==> src/rtl/rename_pkg.sv <==
// Shared definitions for the rename allocation scheduler.
// Provides the default widths used by the scheduler and its name FIFO, the
// one-bit lane index type used for round-robin priority, and a helper that
// returns the opposite lane.
package rename_pkg;

  localparam int unsigned ADDR_WIDTH = 5;
  localparam int unsigned NAME_WIDTH = 6;
  localparam int unsigned DEPTH      = 16;
  localparam int unsigned CNT_WIDTH  = 5;

  typedef enum logic [0:0] {
    LANE0 = 1'b0,
    LANE1 = 1'b1
  } lane_e;

  // Lane that should be favoured after the given lane was served.
  function automatic lane_e other_lane(input lane_e lane);
    lane_e res;
    case (lane)
      LANE0:   res = LANE1;
      LANE1:   res = LANE0;
      default: res = LANE0;
    endcase
    return res;
  endfunction

endpackage

==> src/rtl/rename_name_fifo.sv <==
// In-order commit queue of allocated physical names.
// Ports:
//   clk_i, rst_ni      clock, synchronous active-low reset (pointers/count only)
//   push_i/push_data_i write a name at the tail (ignored when full)
//   pop_i              advance the head (ignored when empty)
//   pop_data_o         name at the head; meaningful only when not empty
//   count_o            occupancy; full_o / empty_o derive from it alone
module rename_name_fifo
  import rename_pkg::*;
#(
  parameter int unsigned name_width = NAME_WIDTH,
  parameter int unsigned depth      = DEPTH,
  parameter int unsigned cnt_width  = CNT_WIDTH
) (
  input  logic                  clk_i,
  input  logic                  rst_ni,
  input  logic                  push_i,
  input  logic [name_width-1:0] push_data_i,
  input  logic                  pop_i,
  output logic [name_width-1:0] pop_data_o,
  output logic [cnt_width-1:0]  count_o,
  output logic                  full_o,
  output logic                  empty_o
);

  localparam int unsigned PTR_W = $clog2(depth);

  logic [name_width-1:0] mem_q [depth];
  logic [PTR_W-1:0]      head_q, head_d;
  logic [PTR_W-1:0]      tail_q, tail_d;
  logic [cnt_width-1:0]  count_q, count_d;
  logic                  push_ok, pop_ok;

  assign full_o     = (count_q == cnt_width'(depth));
  assign empty_o    = (count_q == {cnt_width{1'b0}});
  assign count_o    = count_q;
  assign pop_data_o = mem_q[head_q];

  assign push_ok = push_i && !full_o;
  assign pop_ok  = pop_i && !empty_o;

  // Pointer and occupancy next-state; pointers wrap naturally at depth.
  always_comb begin
    head_d  = head_q;
    tail_d  = tail_q;
    count_d = count_q;
    if (push_ok) begin
      tail_d = tail_q + 1'b1;
    end else begin
      tail_d = tail_q;
    end
    if (pop_ok) begin
      head_d = head_q + 1'b1;
    end else begin
      head_d = head_q;
    end
    case ({push_ok, pop_ok})
      2'b10:   count_d = count_q + 1'b1;
      2'b01:   count_d = count_q - 1'b1;
      default: count_d = count_q;
    endcase
  end

  // Pointer and occupancy registers.
  always_ff @(posedge clk_i) begin
    if (!rst_ni) begin
      head_q  <= {PTR_W{1'b0}};
      tail_q  <= {PTR_W{1'b0}};
      count_q <= {cnt_width{1'b0}};
    end else begin
      head_q  <= head_d;
      tail_q  <= tail_d;
      count_q <= count_d;
    end
  end

  // Name storage; contents are don't-care until written, so no reset.
  always_ff @(posedge clk_i) begin
    if (push_ok) begin
      mem_q[tail_q] <= push_data_i;
    end
  end

endmodule

==> src/rtl/rename_alloc_sched.sv <==
// Scheduler in front of the rename register file.
// Round-robin arbitrates two decode lanes onto the file's single allocation
// port, records each granted name in an in-order commit queue, and turns
// each commit into a registered free one cycle later.
// Ports:
//   CLK, RST                    clock, synchronous active-low reset
//   REQx_EN/ADDR/GRANT/NAME     lane x request, grant (combinational), name
//   RF_ALLOC_ADDR/E             allocation request to the rename file
//   RF_ALLOC_READY/RF_NAME_OUT  file has a free name / that name
//   COMMIT_E/READY/NAME         retire oldest rename / queue non-empty / head
//   RF_NAME_F/RF_FE             registered free request to the file
//   COUNT/FULL/EMPTY            commit queue occupancy
module rename_alloc_sched
  import rename_pkg::*;
#(
  parameter int unsigned addr_width = ADDR_WIDTH,
  parameter int unsigned name_width = NAME_WIDTH,
  parameter int unsigned depth      = DEPTH,
  parameter int unsigned cnt_width  = CNT_WIDTH
) (
  input  logic                  CLK,
  input  logic                  RST,
  input  logic                  REQ0_EN,
  input  logic [addr_width-1:0] REQ0_ADDR,
  output logic                  REQ0_GRANT,
  output logic [name_width-1:0] REQ0_NAME,
  input  logic                  REQ1_EN,
  input  logic [addr_width-1:0] REQ1_ADDR,
  output logic                  REQ1_GRANT,
  output logic [name_width-1:0] REQ1_NAME,
  output logic [addr_width-1:0] RF_ALLOC_ADDR,
  output logic                  RF_ALLOC_E,
  input  logic                  RF_ALLOC_READY,
  input  logic [name_width-1:0] RF_NAME_OUT,
  input  logic                  COMMIT_E,
  output logic                  COMMIT_READY,
  output logic [name_width-1:0] COMMIT_NAME,
  output logic [name_width-1:0] RF_NAME_F,
  output logic                  RF_FE,
  output logic [cnt_width-1:0]  COUNT,
  output logic                  FULL,
  output logic                  EMPTY
);

  lane_e                 prio_q, prio_d;
  logic                  rf_fe_q;
  logic [name_width-1:0] rf_name_f_q;
  logic                  alloc_ok;
  logic                  gnt0, gnt1, any_gnt, pop;

  // FULL gates grants even if a commit pops this cycle, so COMMIT_E never
  // reaches the grant logic combinationally.
  assign alloc_ok = RF_ALLOC_READY && !FULL;

  // Round-robin arbitration: at most one grant per cycle.
  always_comb begin
    gnt0 = 1'b0;
    gnt1 = 1'b0;
    if (alloc_ok && REQ0_EN && REQ1_EN) begin
      if (prio_q == LANE0) begin
        gnt0 = 1'b1;
      end else begin
        gnt1 = 1'b1;
      end
    end else if (alloc_ok && REQ0_EN) begin
      gnt0 = 1'b1;
    end else if (alloc_ok && REQ1_EN) begin
      gnt1 = 1'b1;
    end else begin
      gnt0 = 1'b0;
      gnt1 = 1'b0;
    end
  end

  assign any_gnt       = gnt0 || gnt1;
  assign REQ0_GRANT    = gnt0;
  assign REQ1_GRANT    = gnt1;
  assign REQ0_NAME     = RF_NAME_OUT;
  assign REQ1_NAME     = RF_NAME_OUT;
  assign RF_ALLOC_E    = any_gnt;
  assign RF_ALLOC_ADDR = gnt1 ? REQ1_ADDR : REQ0_ADDR;

  // After a grant the other lane gets priority; otherwise priority holds.
  always_comb begin
    prio_d = prio_q;
    if (any_gnt) begin
      prio_d = other_lane(gnt1 ? LANE1 : LANE0);
    end else begin
      prio_d = prio_q;
    end
  end

  assign pop          = COMMIT_E && !EMPTY;
  assign COMMIT_READY = !EMPTY;
  assign RF_FE        = rf_fe_q;
  assign RF_NAME_F    = rf_name_f_q;

  // Priority and free-request registers; RF_NAME_F holds between frees.
  always_ff @(posedge CLK) begin
    if (!RST) begin
      prio_q      <= LANE0;
      rf_fe_q     <= 1'b0;
      rf_name_f_q <= {name_width{1'b0}};
    end else begin
      prio_q  <= prio_d;
      rf_fe_q <= pop;
      if (pop) begin
        rf_name_f_q <= COMMIT_NAME;
      end
    end
  end

  rename_name_fifo #(
    .name_width(name_width),
    .depth     (depth),
    .cnt_width (cnt_width)
  ) u_fifo (
    .clk_i      (CLK),
    .rst_ni     (RST),
    .push_i     (any_gnt),
    .push_data_i(RF_NAME_OUT),
    .pop_i      (pop),
    .pop_data_o (COMMIT_NAME),
    .count_o    (COUNT),
    .full_o     (FULL),
    .empty_o    (EMPTY)
  );

endmodule

==> config.mk <==
export PLATFORM = sky130hd
export DESIGN_NAME = rename_alloc_sched
export DESIGN_NICKNAME = d
export VERILOG_FILES = /design/src/rtl/rename_pkg.sv /design/src/rtl/rename_name_fifo.sv /design/src/rtl/rename_alloc_sched.sv
export SDC_FILE = /design/constraint.sdc
export NUM_CORES = 1
export LEC_CHECK = 0
export ABC_AREA = 0
export CORE_MARGIN = 10
export CORE_UTILIZATION = 35
export DETAILED_ROUTE_END_ITERATION = 10
export PLACE_DENSITY_LB_ADDON = 0.08
export SKIP_CTS_REPAIR_TIMING = 1
export SLEW_MARGIN = 20
export SYNTH_ARGS = -nofsm -noshare
export SYNTH_HDL_FRONTEND = slang
export SYNTH_SLANG_ARGS = --single-unit
export TNS_END_PERCENT = 10
==> constraint.sdc <==
create_clock -name CLK -period 3.3 [get_ports CLK]
set_clock_uncertainty 0.15 [all_clocks]
set_input_delay 0.66 -clock CLK [delete_from_list [all_inputs] [get_ports CLK]]
set_output_delay 0.66 -clock CLK [all_outputs]
set_load 0.03 [all_outputs]
Word level (Yosys, flattened, before mapping). Memories as Yosys holds them, arrays and structs flattened. A register that Yosys moved wholly into a read port is not among the register bits. Cells that the tools add are included.

Word-level logic and storage cells: 42. RAM bits: 96. Output and inout bits: 41. Memories: 1. Bits in registers: 21. Bits of input ports: 22.

Equality and inequality tests: 3. Reduce and logical (&&, ||, !) cells: 12. Bitwise gates (word level): 1. Muxes and demuxes: 15. $add $sub $neg: 4.

Memories: u_fifo.mem_q (depth 16, width 6, rd ports 1, clocked after memory_dff 1, write ports 1, line rename_name_fifo.sv:28) `logic [name_width-1:0] mem_q [depth];`.

Operators with widths (number): $mux W1 (10); $pmux W5 S2 (1); $add A4 B1 Y4 const B (2); $mux W4 (2); $logic_and A1 B1 Y1 (7); $add A5 B1 Y5 const B (1); $eq A5 B5 Y1 const B (1); $logic_not A5 Y1 (1); $mux W5 (1); $sub A5 B1 Y5 const B (1); $eq A2 B1 Y1 const B (1); $eq A2 B2 Y1 const B (1); $logic_not A1 Y1 (2); $pmux W1 S2 (1); $reduce_bool A2 Y1 (1); $logic_or A1 B1 Y1 (1); $not A1 Y1 (1).

Longest topological paths before layout. Gate-level depths: netlist of the first run.

Depth after elaboration: 11. Depth in mapped cells: 15. Depth with buffers taken out: 10.

Hierarchy. Synthesis of the first run repeated with hierarchy kept, for this count alone.

Cells, all modules: 328. Area, all modules: 5137.4 µm².

By module, submodules not included: rename_name_fifo (area an instance 4633.2 µm², sequential area each 3223.1 µm², instances 1, cells each 277); rename_alloc_sched (area an instance 504.2 µm², sequential area each 160.2 µm², instances 1, cells each 51).

Worst setup path before layout of the first run. No wires, ideal clock.

Path kind: reg-to-reg. Start point: reg u_fifo.count_q[1] (netlist: u_fifo.count_o[1]). End point: reg u_fifo.count_q[2] (netlist: u_fifo.count_o[2]). Data arrival time: 3.105 ns. Data required time: 3.078 ns. Library setup time: 0.072 ns. Clock period less this slack: 3.327 ns. Stages on the path, launching flop included: 16. Buffers on the path: 5. Setup slack: -0.027 ns. Cells stage by stage: dfxtp_1 > buf_6 > or4_4 > buf_6 > o211a_1 > buf_6 > buf_8 > inv_1 > ha_1 > clkbuf_1 > xor2_1 > ha_1 > a21oi_1 > xnor2_1 > or3_1 > a21oi_1.

Cells in the longest elaborated chain, start to end: 11. Elaborated cells on any way between the ends: 23. Classes of those cells: add/sub: 2; eq/ne: 3; mux: 6; reduce/logical: 12.

Ends and longest elaborated chain: start, declared (line rename_name_fifo.sv:31) `logic [cnt_width-1:0] count_q, count_d;`; start signal, assigned (line rename_name_fifo.sv:69) `count_q <= {cnt_width{1'b0}};`; start signal, assigned (line rename_name_fifo.sv:73) `count_q <= count_d;`; $eq A5 B5 Y1 (*) (line rename_name_fifo.sv:34) `assign full_o = (count_q == cnt_width'(depth));`; $logic_not A1 Y1 (*) (line rename_alloc_sched.sv:53) `assign alloc_ok = RF_ALLOC_READY && !FULL;`; $logic_and A1 B1 Y1 (*) (line rename_alloc_sched.sv:53); $logic_and A1 B1 Y1 (line rename_alloc_sched.sv:67) `end else if (alloc_ok && REQ1_EN) begin`; $mux W1 (line rename_alloc_sched.sv:67); $mux W1 (line rename_alloc_sched.sv:65) `end else if (alloc_ok && REQ0_EN) begin`; $mux W1 (line rename_alloc_sched.sv:59) `if (alloc_ok && REQ0_EN && REQ1_EN) begin`; $logic_or A1 B1 Y1 (*) (line rename_alloc_sched.sv:75) `assign any_gnt = gnt0 || gnt1;`; named net RF_ALLOC_E (line rename_alloc_sched.sv:32) `output logic RF_ALLOC_E,`; $logic_and A1 B1 Y1 (*) (line rename_name_fifo.sv:39) `assign push_ok = push_i && !full_o;`; $eq A2 B1 Y1 or $eq A2 B2 Y1 (tied branches) (line rename_name_fifo.sv:57) `case ({push_ok, pop_ok})`; $pmux W5 S2 or $reduce_bool A2 Y1 (tied branches).

Mark *: on every way through the listed nets, which the timed path passes. The rest lies on a longest branch. A chain may end at the register's enable or synchronous reset.

Worst setup path in the final report of the first run.
Start point: in RF_ALLOC_READY. End point: out REQ0_GRANT.

Cells in the longest elaborated chain, start to end: 4. Elaborated cells on any way between the ends: 5. Classes of those cells: mux: 2; reduce/logical: 3.

Ends and longest elaborated chain: start, declared (line rename_alloc_sched.sv:33) `input logic RF_ALLOC_READY,`; $logic_and A1 B1 Y1 (*) (line rename_alloc_sched.sv:53); $logic_and A1 B1 Y1 (*) (line rename_alloc_sched.sv:59, rename_alloc_sched.sv:65); $mux W1 or $logic_and A1 B1 Y1 (tied branches) (line rename_alloc_sched.sv:65, rename_alloc_sched.sv:59); $mux W1 (*) (line rename_alloc_sched.sv:59); end, declared (line rename_alloc_sched.sv:25) `output logic REQ0_GRANT,`.

Every way passes the cells marked *; elsewhere a longest branch is shown, timed or not.

==> impl_results.md, run 1 <==
* CTS sink cnt at 121
* Largest net degree at the start of global routing at 25
* PwrDens at 750 nW/um2
* Crit Path Category: input pin to output pin
* Total wire length at 11,800 um
* DRC at 0
* Sequence of cells on the critical path: clkdlybuf4s50_1 > a21boi_0 > and3_1 > clkdlybuf4s50_1
* Hold WC Path Type: flop to flop
* Syn nets at 353
* Sum of negative setup slack at 0 ns
* Number of H-tree levels at 4
* Met3 wire length at 574 um
* Synth-to-layout area growth at 28.1%
* RD Place Congestion at 0.712
* Async S/R FF share, synth at 0
* CP delay by family, top: buffers and inverters
* DR WL/cell at 20.1 um
* Register bit total from synthesis at 121
* CP Buf/Inv Count at 2
* Path length in cells of the critical path at 4
* Synthesized area per cell at 15.8 um2
* Clk root buf: clkbuf_16
* Tmin final at 3.14 ns
* Achievable Freq at 319 MHz
* Core area at 14,400 um2
* All-Layer GR Usage at 0.122
* Max cap viols at 0
* Starting Density at 0.355
* Highest metal used: met4
* Detail Route met2 WL at 5630 um
* # port buffers at 62
* Pre-CTS WS at 0.154 ns
* Fin crit share at 0.951
* Syn Inst Count at 323
* Std-Cell Rows at 44
* Final Hold Fails at 0
* Post-synth EDFFs at 96
* Most frequent cells in the layout: edfxtp_1 (96), clkdlybuf4s50_1 (49), dfxtp_1 (25), mux4_2 (24), clkbuf_16 (21)
* Startpoint types: input pin
* Initial DRC count at 140
* Slew Viols, Final at 0
* Routed Antenna Nets at 0
* Post-route cell area at 6550 um2
* RSZ-0062 raised after global routing: no
* Setup violators final at 0
* Slew Limit Headroom at 0.564
* Yosys cell types at 46
* Placed Cells at 554
* CTS Buf Count at 17
* M1 wire length at 5490 um
* Ys Warns at 0
* Ant diodes at 0
* DIE WIDTH at 141 um
* Area after DPL at 5870 um2
* Slew at the pin closest to its max-slew limit at 0.653 ns
* Grt ovf at 0
* Layout cells sized above 1 at 0.231
* Synth Area in XOR/XNOR at 0.0137
* Total die area at 19,900 um2
* VDD IR max at 0.345 mV
* Final core occ at 0.454
* Prevailing post-synth register cell: edfxtp_1
* Slowest cell delay on critical path at 0.68 ns
* Reg-to-reg setup timing slack at 0.44 ns
* Clk_lat worst skew at 0.40 ns
* Clock Path Buffers at 2
* Total power at 4.91 mW
* Post-Synth Simple-Gate Area at 0.0714
* WP data arrival at 2.33 ns
* Cell repeated most along the worst path: clkdlybuf4s50_1
* Fraction of the mapped netlist area in adder cells at 0.0196
* First-pass GRT wire length at 18,200 um
* Reg clk slew, reported paths at 0.05 ns
* CTS tree: yes
* Final #Nets at 419
* Compound-gate portion of the synthesized area at 0.0624
* Slowest cell on the critical path: clkdlybuf4s50_1
* Main combinational cell family by area after synthesis: multiplexers
* Non-filler instance count after layout at 586
* Register area share after synthesis at 0.661
* Die Ht at 141 um
* Hpwl dp at 8190 um
* Outcome: finished, final reports clean
* Required time worst endpoint at 2.49 ns
* Hold path cells at 2
* Register-to-Register Path Depth at 10
* Total I/O pin count at 63
* First-pass DRT Iterations at 7
* Via count at 2,883
* Initial antenna violation count at 1
* LEAKAGE at 2.36 nW
* Post-synthesis mux area share at 0.125
* PnR worst setup slack at 0.163 ns
* Commonest non-fill, non-tap cell in the layout: edfxtp_1
* Post-synthesis cell area at 5110 um2
* Drt via density at 4.92
* Crit. End Element: output pin
* Number of global-route vias before repair at 3,063
* Min Hold Slack at 0.306 ns
* CP Max Fanout at 3
-- tightest hold or removal path, stage by stage (launching register included) --
cell,delay (ns)
dfxtp_1,0.31
nand2_1,0.05
a21oi_1,0.05
-- cell families after synthesis --
kind of cell,count (synthesis)
flops,121
simple gates,70
compound gates,44
buf+inv,39
mux,33
xor+xnor,8
fa+ha+maj,8
-- flip-flops by register name (all words and copies together), names as in the netlist, named ones only --
register / flops
prio_q: 1
u_fifo.mem_q: 96
u_fifo.head_q: 4
u_fifo.count_o: 5
u_fifo.tail_q: 4
RF_NAME_F: 6
RF_FE: 1
-- path summary, 6_finish.rpt --
path                                                      from                        endpoint
worst max-delay path                            RF_ALLOC_READY                      REQ0_GRANT
worst min-delay path                 RF_NAME_F[1]$_SDFFE_PN0P_       RF_NAME_F[1]$_SDFFE_PN0P_
worst max register to register  u_fifo.count_o[0]$_SDFFE_PN0P_  u_fifo.count_o[4]$_SDFFE_PN0P_
worst min register to register       RF_NAME_F[1]$_SDFFE_PN0P_       RF_NAME_F[1]$_SDFFE_PN0P_
-- area by class of cell --
| class | count | area [um2] |
|---|---|---|
| Clock buffer | 29 | 616 |
| Clock inverter | 3 | 40.0 |
| Fill cell | 1283 | 7870 |
| Inverter | 10 | 37.5 |
| Multi-Input combinational cell | 163 | 1500 |
| Sequential cell | 121 | 3380 |
| Tap cell | 184 | 230 |
| Timing Repair Buffer | 76 | 743 |
-- metal layers --
layer / vias up / GRT usage
met5: - / 0
met4: 0 / 0.0375
met3: 6 / 0.0447
met2: 56 / 0.186
met1: 1456 / 0.159
li1: 1365 / -
-- synth_stat cells (2+ instances only) --
master,instances,area (um2)
mux2i_1,4,40.0
nand3_1,3,15.0
buf_6,3,33.8
mux4_2,24,541
xor2_1,5,43.8
a21o_1,8,60.1
a31oi_1,2,12.5
and2_1,2,12.5
ha_1,8,100
xnor2_1,3,26.3
mux2_2,5,56.3
edfxtp_1,96,2880
o211a_1,2,20.0
a21oi_1,9,45.0
inv_1,9,33.8
and3_2,5,37.5
nor2_1,14,52.6
a22oi_1,13,97.6
nor2b_1,4,25.0
dfxtp_1,25,500
nor3_1,3,15.0
o21a_1,2,15.0
nand2b_1,2,12.5
clkbuf_1,4,15.0
buf_2,3,15.0
buf_1,3,11.3
nand2_1,19,71.3
buf_4,15,113
or2_2,2,12.5
and3_1,10,62.6
-- where the power goes --
part | internal [mW] | switching [mW]
clock | 1.34 | 0.608
combinational | 0.466 | 0.678
sequential | 1.74 | 0.0834
total | 3.54 | 1.37
Note: power is estimated with default switching activity, not from simulation.
==> run 2, diff against run 1 <==
CORE_MARGIN = 3   (was 10)
==> impl_results.md, run 2 (synthesized netlist as in run 1, its figures left out) <==
* VDD IR max at 0.335 mV
* Commonest non-fill, non-tap cell in the layout: edfxtp_1
* Most frequent cells in the layout: edfxtp_1 (96), clkdlybuf4s50_1 (49), dfxtp_1 (25), mux4_2 (24), buf_4 (21)
* Setup violators final at 0
* Slowest cell on the critical path: nor4_1
* Core area at 14,100 um2
* # fillers at 1,250
* DIE WIDTH at 127 um
* Crit Path Category: flop to output pin
* Starting Density at 0.363
* Initial antenna violation count at 0
* Sequence of cells on the critical path: nor4_1 > a21boi_0 > nand3_1 > mux2_2 > buf_4
* DRC at 0
* Biggest register: u_fifo.mem_q
* Pre-CTS WS at 0.172 ns
* All-Layer GR Usage at 0.141
* Routed Antenna Nets at 0
* Sum of negative setup slack at 0 ns
* CTS sink cnt at 121
* Ant diodes at 0
* Clk_lat worst skew at 0.41 ns
* Via count at 2,859
* Total power at 4.65 mW
* Slowest cell delay on critical path at 0.44 ns
* Final Hold Fails at 0
* Total I/O pin count at 63
* Outcome: finished, final reports clean
* Reg clk slew, reported paths at 0.05 ns
* CP delay by family, top: simple AND/OR/NAND/NOR gates
* LEAKAGE at 2.32 nW
* Number of H-tree levels at 4
* Largest net degree at the start of global routing at 25
* Slew Viols, Final at 0
* Clk root buf: clkbuf_16
* CTS tree: yes
* Std-Cell Rows at 43
* Max FFs per register at 96
* CTS Buf Count at 17
* Synth-to-layout area growth at 26.0%
* Required time worst endpoint at 2.49 ns
* Initial DRC count at 215
* Hpwl dp at 7480 um
* Tmin final at 3.10 ns
* Slew Limit Headroom at 0.661
* CP Max Fanout at 12
* Crit. End Element: output pin
* Max cap viols at 0
* Drt via density at 4.90
* Area after DPL at 5890 um2
* First-pass DRT Iterations at 4
* Achievable Freq at 322 MHz
* PwrDens at 722 nW/um2
* PnR worst setup slack at 0.195 ns
* Number of global-route vias before repair at 2,853
* Post-route cell area at 6440 um2
* Grt ovf at 0
* Total die area at 16,100 um2
* DR WL/cell at 18.8 um
* # port buffers at 62
* WP data arrival at 2.29 ns
* CP Buf/Inv Count at 1
* Final #Nets at 421
* Clock Path Buffers at 2
* RSZ-0062 raised after global routing: no
* Fin crit share at 0.941
* Die Ht at 127 um
* Total wire length at 11,000 um
* Layout cells sized above 1 at 0.215
* RD Place Congestion at 0.736
* First-pass GRT wire length at 16,600 um
* Hold WC Path Type: flop to flop
* Startpoint types: flop
* Slew at the pin closest to its max-slew limit at 0.506 ns
## run 2: power breakdown
part	leakage, nW	internal [mW]	switching (mW)	total (mW)
clock	0.267	1.09	0.609	1.70
sequential	1.07	1.74	0.0811	1.82
combinational	0.980	0.469	0.668	1.14
## run 2: per-stage QoR
stage          hold slack [ns]   util  instances
2_1_floorplan            0.318      -        323
3_3_place_gp             0.295  0.418        552
3_5_place_dp             0.302  0.418        552
4_1_cts                  0.309  0.456        584
5_1_grt                  0.337  0.457        584
6_report                 0.304  0.457        584
## run 2: final timing paths
path / startpoint / cells past startpoint / to / slack (ns)
hold / removal: RF_NAME_F[1]$_SDFFE_PN0P_ / 2 / RF_NAME_F[1]$_SDFFE_PN0P_ / 0.30
setup reg to reg: u_fifo.count_o[0]$_SDFFE_PN0P_ / 10 / u_fifo.count_o[4]$_SDFFE_PN0P_ / 0.45
hold reg to reg: RF_NAME_F[1]$_SDFFE_PN0P_ / 2 / RF_NAME_F[1]$_SDFFE_PN0P_ / 0.30
setup / recovery: u_fifo.count_o[2]$_SDFFE_PN0P_ / 5 / RF_ALLOC_ADDR[3] / 0.20
## run 2: worst register-to-register path, delay by kind of cell (launching register included)
family | cells | cell delay (ns)
mux | 1 | 0.19
simple gates | 1 | 0.62
flops | 1 | 0.38
compound gates | 4 | 0.78
buf+inv | 1 | 0.11
xor+xnor | 1 | 0.15
fa+ha+maj | 2 | 0.40
## run 2: cell type report
type	instances	area, um2	area share
Sequential cell	121	3380	0.525
Multi-Input combinational cell	163	1490	0.231
Timing Repair Buffer	78	763	0.118
Clock buffer	20	437	0.0678
Tap cell	180	225	0.0349
Clock inverter	12	108	0.0167
Inverter	10	37.5	0.00582
## run 2: metal layers
layer	vias to the layer above	global-route usage	part of all wire
met2	56	0.215	0.48
li1	1371	-	-
met3	7	0.0442	0.053
met5	-	0	0
met1	1425	0.195	0.46
met4	0	0.0454	0.0090
==> run 3, diff against run 2 <==
CAP_MARGIN = 0   (was default)
==> results of run 3 <==
No change in the layout: final DEF, timing and power equal those of run 2.
==> RTL change 1: new RTL, config.mk and constraints of run 3 <==
Reset style: asynchronous (`RST` and `rst_ni`), changed in 2 clocked blocks. Comments in the files are not updated.
--- a/src/rtl/rename_name_fifo.sv
+++ b/src/rtl/rename_name_fifo.sv
@@ -62,7 +62,7 @@
   end
 
   // Pointer and occupancy registers.
-  always_ff @(posedge clk_i) begin
+  always_ff @(posedge clk_i or negedge rst_ni) begin
     if (!rst_ni) begin
       head_q  <= {PTR_W{1'b0}};
       tail_q  <= {PTR_W{1'b0}};
--- a/src/rtl/rename_alloc_sched.sv
+++ b/src/rtl/rename_alloc_sched.sv
@@ -96,7 +96,7 @@
   assign RF_NAME_F    = rf_name_f_q;
 
   // Priority and free-request registers; RF_NAME_F holds between frees.
-  always_ff @(posedge CLK) begin
+  always_ff @(posedge CLK or negedge RST) begin
     if (!RST) begin
       prio_q      <= LANE0;
       rf_fe_q     <= 1'b0;
Function: differs if RST is asserted again (counterexample within 4 cycles, from zero or initial values and one cycle with RST low); with RST held inactive, the same outputs for 10 cycles.
==> RTL change 1 against run 3 <==
- wire length up 0.99%
- worst hold slack gained 0.024 ns
- sequential cell count shrank 4
- power is 25% higher
- cell area grew 0.41%
- combinational power is 96% higher
- setup slack got worse by 0.12 ns
- synthesized area decreased by 0.64%
- largest power group is now combinational logic
==> RTL change 1: results (changes against run 3) <==
detailed_routing:
  drt_pass1_iterations: 5  # +1
cells_and_area:
  nFillCells: 1234  # -1.3%
  n_all_inverters: 16  # +6
  nNonClkBuffers: 84  # +7.7%
  layout-drive-gt1-share_pct: 18.0  # -3.5 points
  buf_share_pct: 12.9  # +1.0 points
  final-clk-cell-share_pct: 7.79  # -0.65 points
synth:
  synth_fa_ha_area_share_pct: 2.61  # +0.65 points
  muxShareOfSynthArea_pct: 12.8  # +0.30 points
  synth-xor-area-share_pct: 1.72  # +0.35 points
  synth.distinct_cells: 41  # -11%
  syn-instance-count: 311  # -3.7%
critical_path:
  cp_slowest_stage_delay_ns: 0.54  # +0.10 ns
  crit_slowest_cell: "mux4_2"
  crit_family: "multiplexers"
  crit_fanout: 18  # +6
  reg2reg_setup_slack_ns: 0.08  # -0.37 ns
  worst_ep_arrival_time_ns: 2.41  # +0.12 ns
power_and_ir_drop:
  ir_drop_uv: 405  # +21%
placement:
  placed_cells: 550  # -0.36%
  pre_cts_slack_ns: 0.0570  # -0.115 ns
outcome:
  status: "completed"
grt:
  gr-usage-met2_pct: 22.9  # +1.5 points
  grt_max_degree: 28  # +12%
  grt_usage_pct: 14.8  # +0.70 points
sta:
  relSlewSlack_pct: 53.8  # -12 points
-- RTL change 1: cell count changes in the layout (fill, tap and decap cells not counted), sizes merged, moves of 7 or more --
cell / change
and2: +7
mux4: -12
mux2i: +27
o21ai: +7
nor2: -7
dfxtp: -25
a22oi: -13
dfrtp: +21
and3: -12
a21oi: -8
inv: +7
-- RTL change 1: power by group --
group          leakage [nW]  switching (mW)  internal (mW)
sequential             1.12           0.178           1.82
combinational          1.12            1.23           1.00
clock                 0.248           0.578           1.00
-- RTL change 1: path summary, 6_finish.rpt --
kind / from / end / cells after the start
worst min-delay path: RF_NAME_F[3]$_DFFE_PN0P_ / RF_NAME_F[3]$_DFFE_PN0P_ / 2
max in group asynchronous: RST / u_fifo.head_q[2]$_DFFE_PN0P_ / 2
worst max register to register: u_fifo.count_o[2]$_DFFE_PN0P_ / u_fifo.count_o[4]$_DFFE_PN0P_ / 9
min in group asynchronous: RST / prio_q$_DFFE_PN0P_ / 2
worst min register to register: RF_NAME_F[3]$_DFFE_PN0P_ / RF_NAME_F[3]$_DFFE_PN0P_ / 2
worst max-delay path: u_fifo.head_q[1]$_DFFE_PN0P_ / COMMIT_NAME[0] / 7
-- RTL change 1: cell families (layout without fill, tap and decap cells) --
| group | Yosys count | after routing |
|---|---|---|
| compound gates | 35 | 35 |
| xor+xnor | 10 | 10 |
| fa+ha+maj | 10 | 10 |
| buf+inv | 41 | 130 |
| flops | 117 | 117 |
| mux | 49 | 49 |
| simple gates | 49 | 49 |
-- RTL change 1: through the flow --
step	TNS, ns	area [um^2]
4_1_cts	-2.09	6440
5_1_grt	-0.131	6470
3_5_place_dp	0	5930
2_1_floorplan	0	5080
3_3_place_gp	0	5930
6_report	0	6470
==> RTL change 2: new RTL, settings of run 3 <==
Made on the original files. Set the package constant `NAME_WIDTH` to 12 (it was 6).
--- a/src/rtl/rename_pkg.sv
+++ b/src/rtl/rename_pkg.sv
@@ -5,7 +5,7 @@
 package rename_pkg;
 
   localparam int unsigned ADDR_WIDTH = 5;
-  localparam int unsigned NAME_WIDTH = 6;
+  localparam int unsigned NAME_WIDTH = 12;
   localparam int unsigned DEPTH      = 16;
   localparam int unsigned CNT_WIDTH  = 5;
 
Ports: changed (5 resized); port bits go from 63 to 93. No check against the original RTL was run, so the function may have changed too.
==> RTL change 2 against run 3 <==
- cell area rose by 74%
- maximum frequency is 3.0% lower
- via count increased by 69%
- sequential cell count grew 102
- setup slack worse by 0.095 ns
- wire length grew 96%
- synthesized area is 77% higher
- power is 67% higher
- critical path type unchanged
- largest cell class unchanged
==> RTL change 2: results (changes against run 3) <==
power_and_ir_drop:
  leakagePower_nw: 3.80  # +64%
  ir_drop_uv: 510  # +52%
detailed_routing:
  wl_met1_um: 9020  # +79%
  route.met2.wl_um: 11200  # +110%
  drtIter0Drc: 307  # +43%
  totalWireLength_um: 21500  # +96%
grt:
  grt_pass1_wl_um: 32600  # +96%
  use_met3_pct: 2.59  # -1.8 points
  gr-usage-met2_pct: 27.7  # +6.2 points
  grt_max_degree: 29  # +16%
  met1_usage_pct: 20.0  # +0.53 points
  grt_usage_pct: 15.5  # +1.3 points
synth:
  synth.avg_cell_area_um2: 17.9  # +13%
  synth_nets: 542  # +54%
  ys_top_cells_by_area: "edfxtp_1, mux4_2, dfxtp_1, buf_4, a22oi_1"
  synth_edf_count: 192  # +100%
  yosysSeqAreaShare_pct: 70.4  # +4.3 points
placement:
  portBuffers: 92  # +48%
  place.gp.congestion: 0.768  # +4.4%
  pre_cts_slack_ns: 0.170  # -0.00245 ns
  dp_hpwl_um: 13600  # +82%
  placed_cell_area_mm2: 0.0104  # +76%
sta:
  relSlewSlack_pct: 53.2  # -13 points
critical_path:
  crit_family: "buffers and inverters"
cells_and_area:
  stdcell_count: 961  # +65%
  largest_register_ffs: 192  # +100%
clock_network:
  cts_buffers: 25  # +8
  clockBufferDepth: 3  # +1
  clock_latency_ns: 0.51  # +0.10 ns
outcome:
  status: "completed"
[RTL change 2: cell count changes after synthesis, moves of 7 or more]
cell / before / now
edfxtp_1: 96 / 192
mux4_2: 24 / 48
a21oi_2: 1 / 15
a22oi_1: 13 / 25
buf_4: 15 / 27
nand2_1: 19 / 27
a21oi_1: 9 / 2
[RTL change 2: area by class of cell]
cell class	instances	area (um^2)
Tap cell	330	413
Clock inverter	7	82.6
Fill cell	2226	14100
Sequential cell	223	6390
Multi-Input combinational cell	223	2330
Clock buffer	36	749
Inverter	10	37.5
Timing Repair Buffer	132	1230
[RTL change 2: where the power goes]
group | internal, mW | leakage [nW] | total [mW] | switching, mW
clock | 1.72 | 0.411 | 2.76 | 1.04
combinational | 0.677 | 1.41 | 1.73 | 1.06
sequential | 3.20 | 1.99 | 3.30 | 0.102
total | 5.60 | 3.80 | 7.79 | 2.20
[RTL change 2: logic make-up after synthesis]
| logic type | count (synthesis) | share of synthesized area [%] |
|---|---|---|
| xor gates and xnor gates | 8 | 0.773 |
| buffers and inverters | 60 | 4.21 |
| muxes | 57 | 13.0 |
| DFF | 223 | 70.4 |
| and+or+nand+nor | 82 | 4.65 |
| adders and majority gates | 8 | 1.10 |
| AOI/OAI and AO/OA | 68 | 5.82 |
[RTL change 2: path summary, 6_finish.rpt]
kind	startpoint	to	slack, ns	cells past startpoint
hold / removal	u_fifo.head_q[3]$_SDFFE_PN0P_	register	0.31	2
hold reg to reg	u_fifo.head_q[3]$_SDFFE_PN0P_	register	0.31	2
setup / recovery	register	COMMIT_NAME[11]	0.10	7
setup reg to reg	u_fifo.count_o[0]$_SDFFE_PN0P_	u_fifo.count_o[4]$_SDFFE_PN0P_	0.44	10
[RTL change 2: worst min-delay path: stages (launching register included)]
cell	delay [ns]
dfxtp_1	0.31
o21ai_2	0.06
a21oi_2	0.05
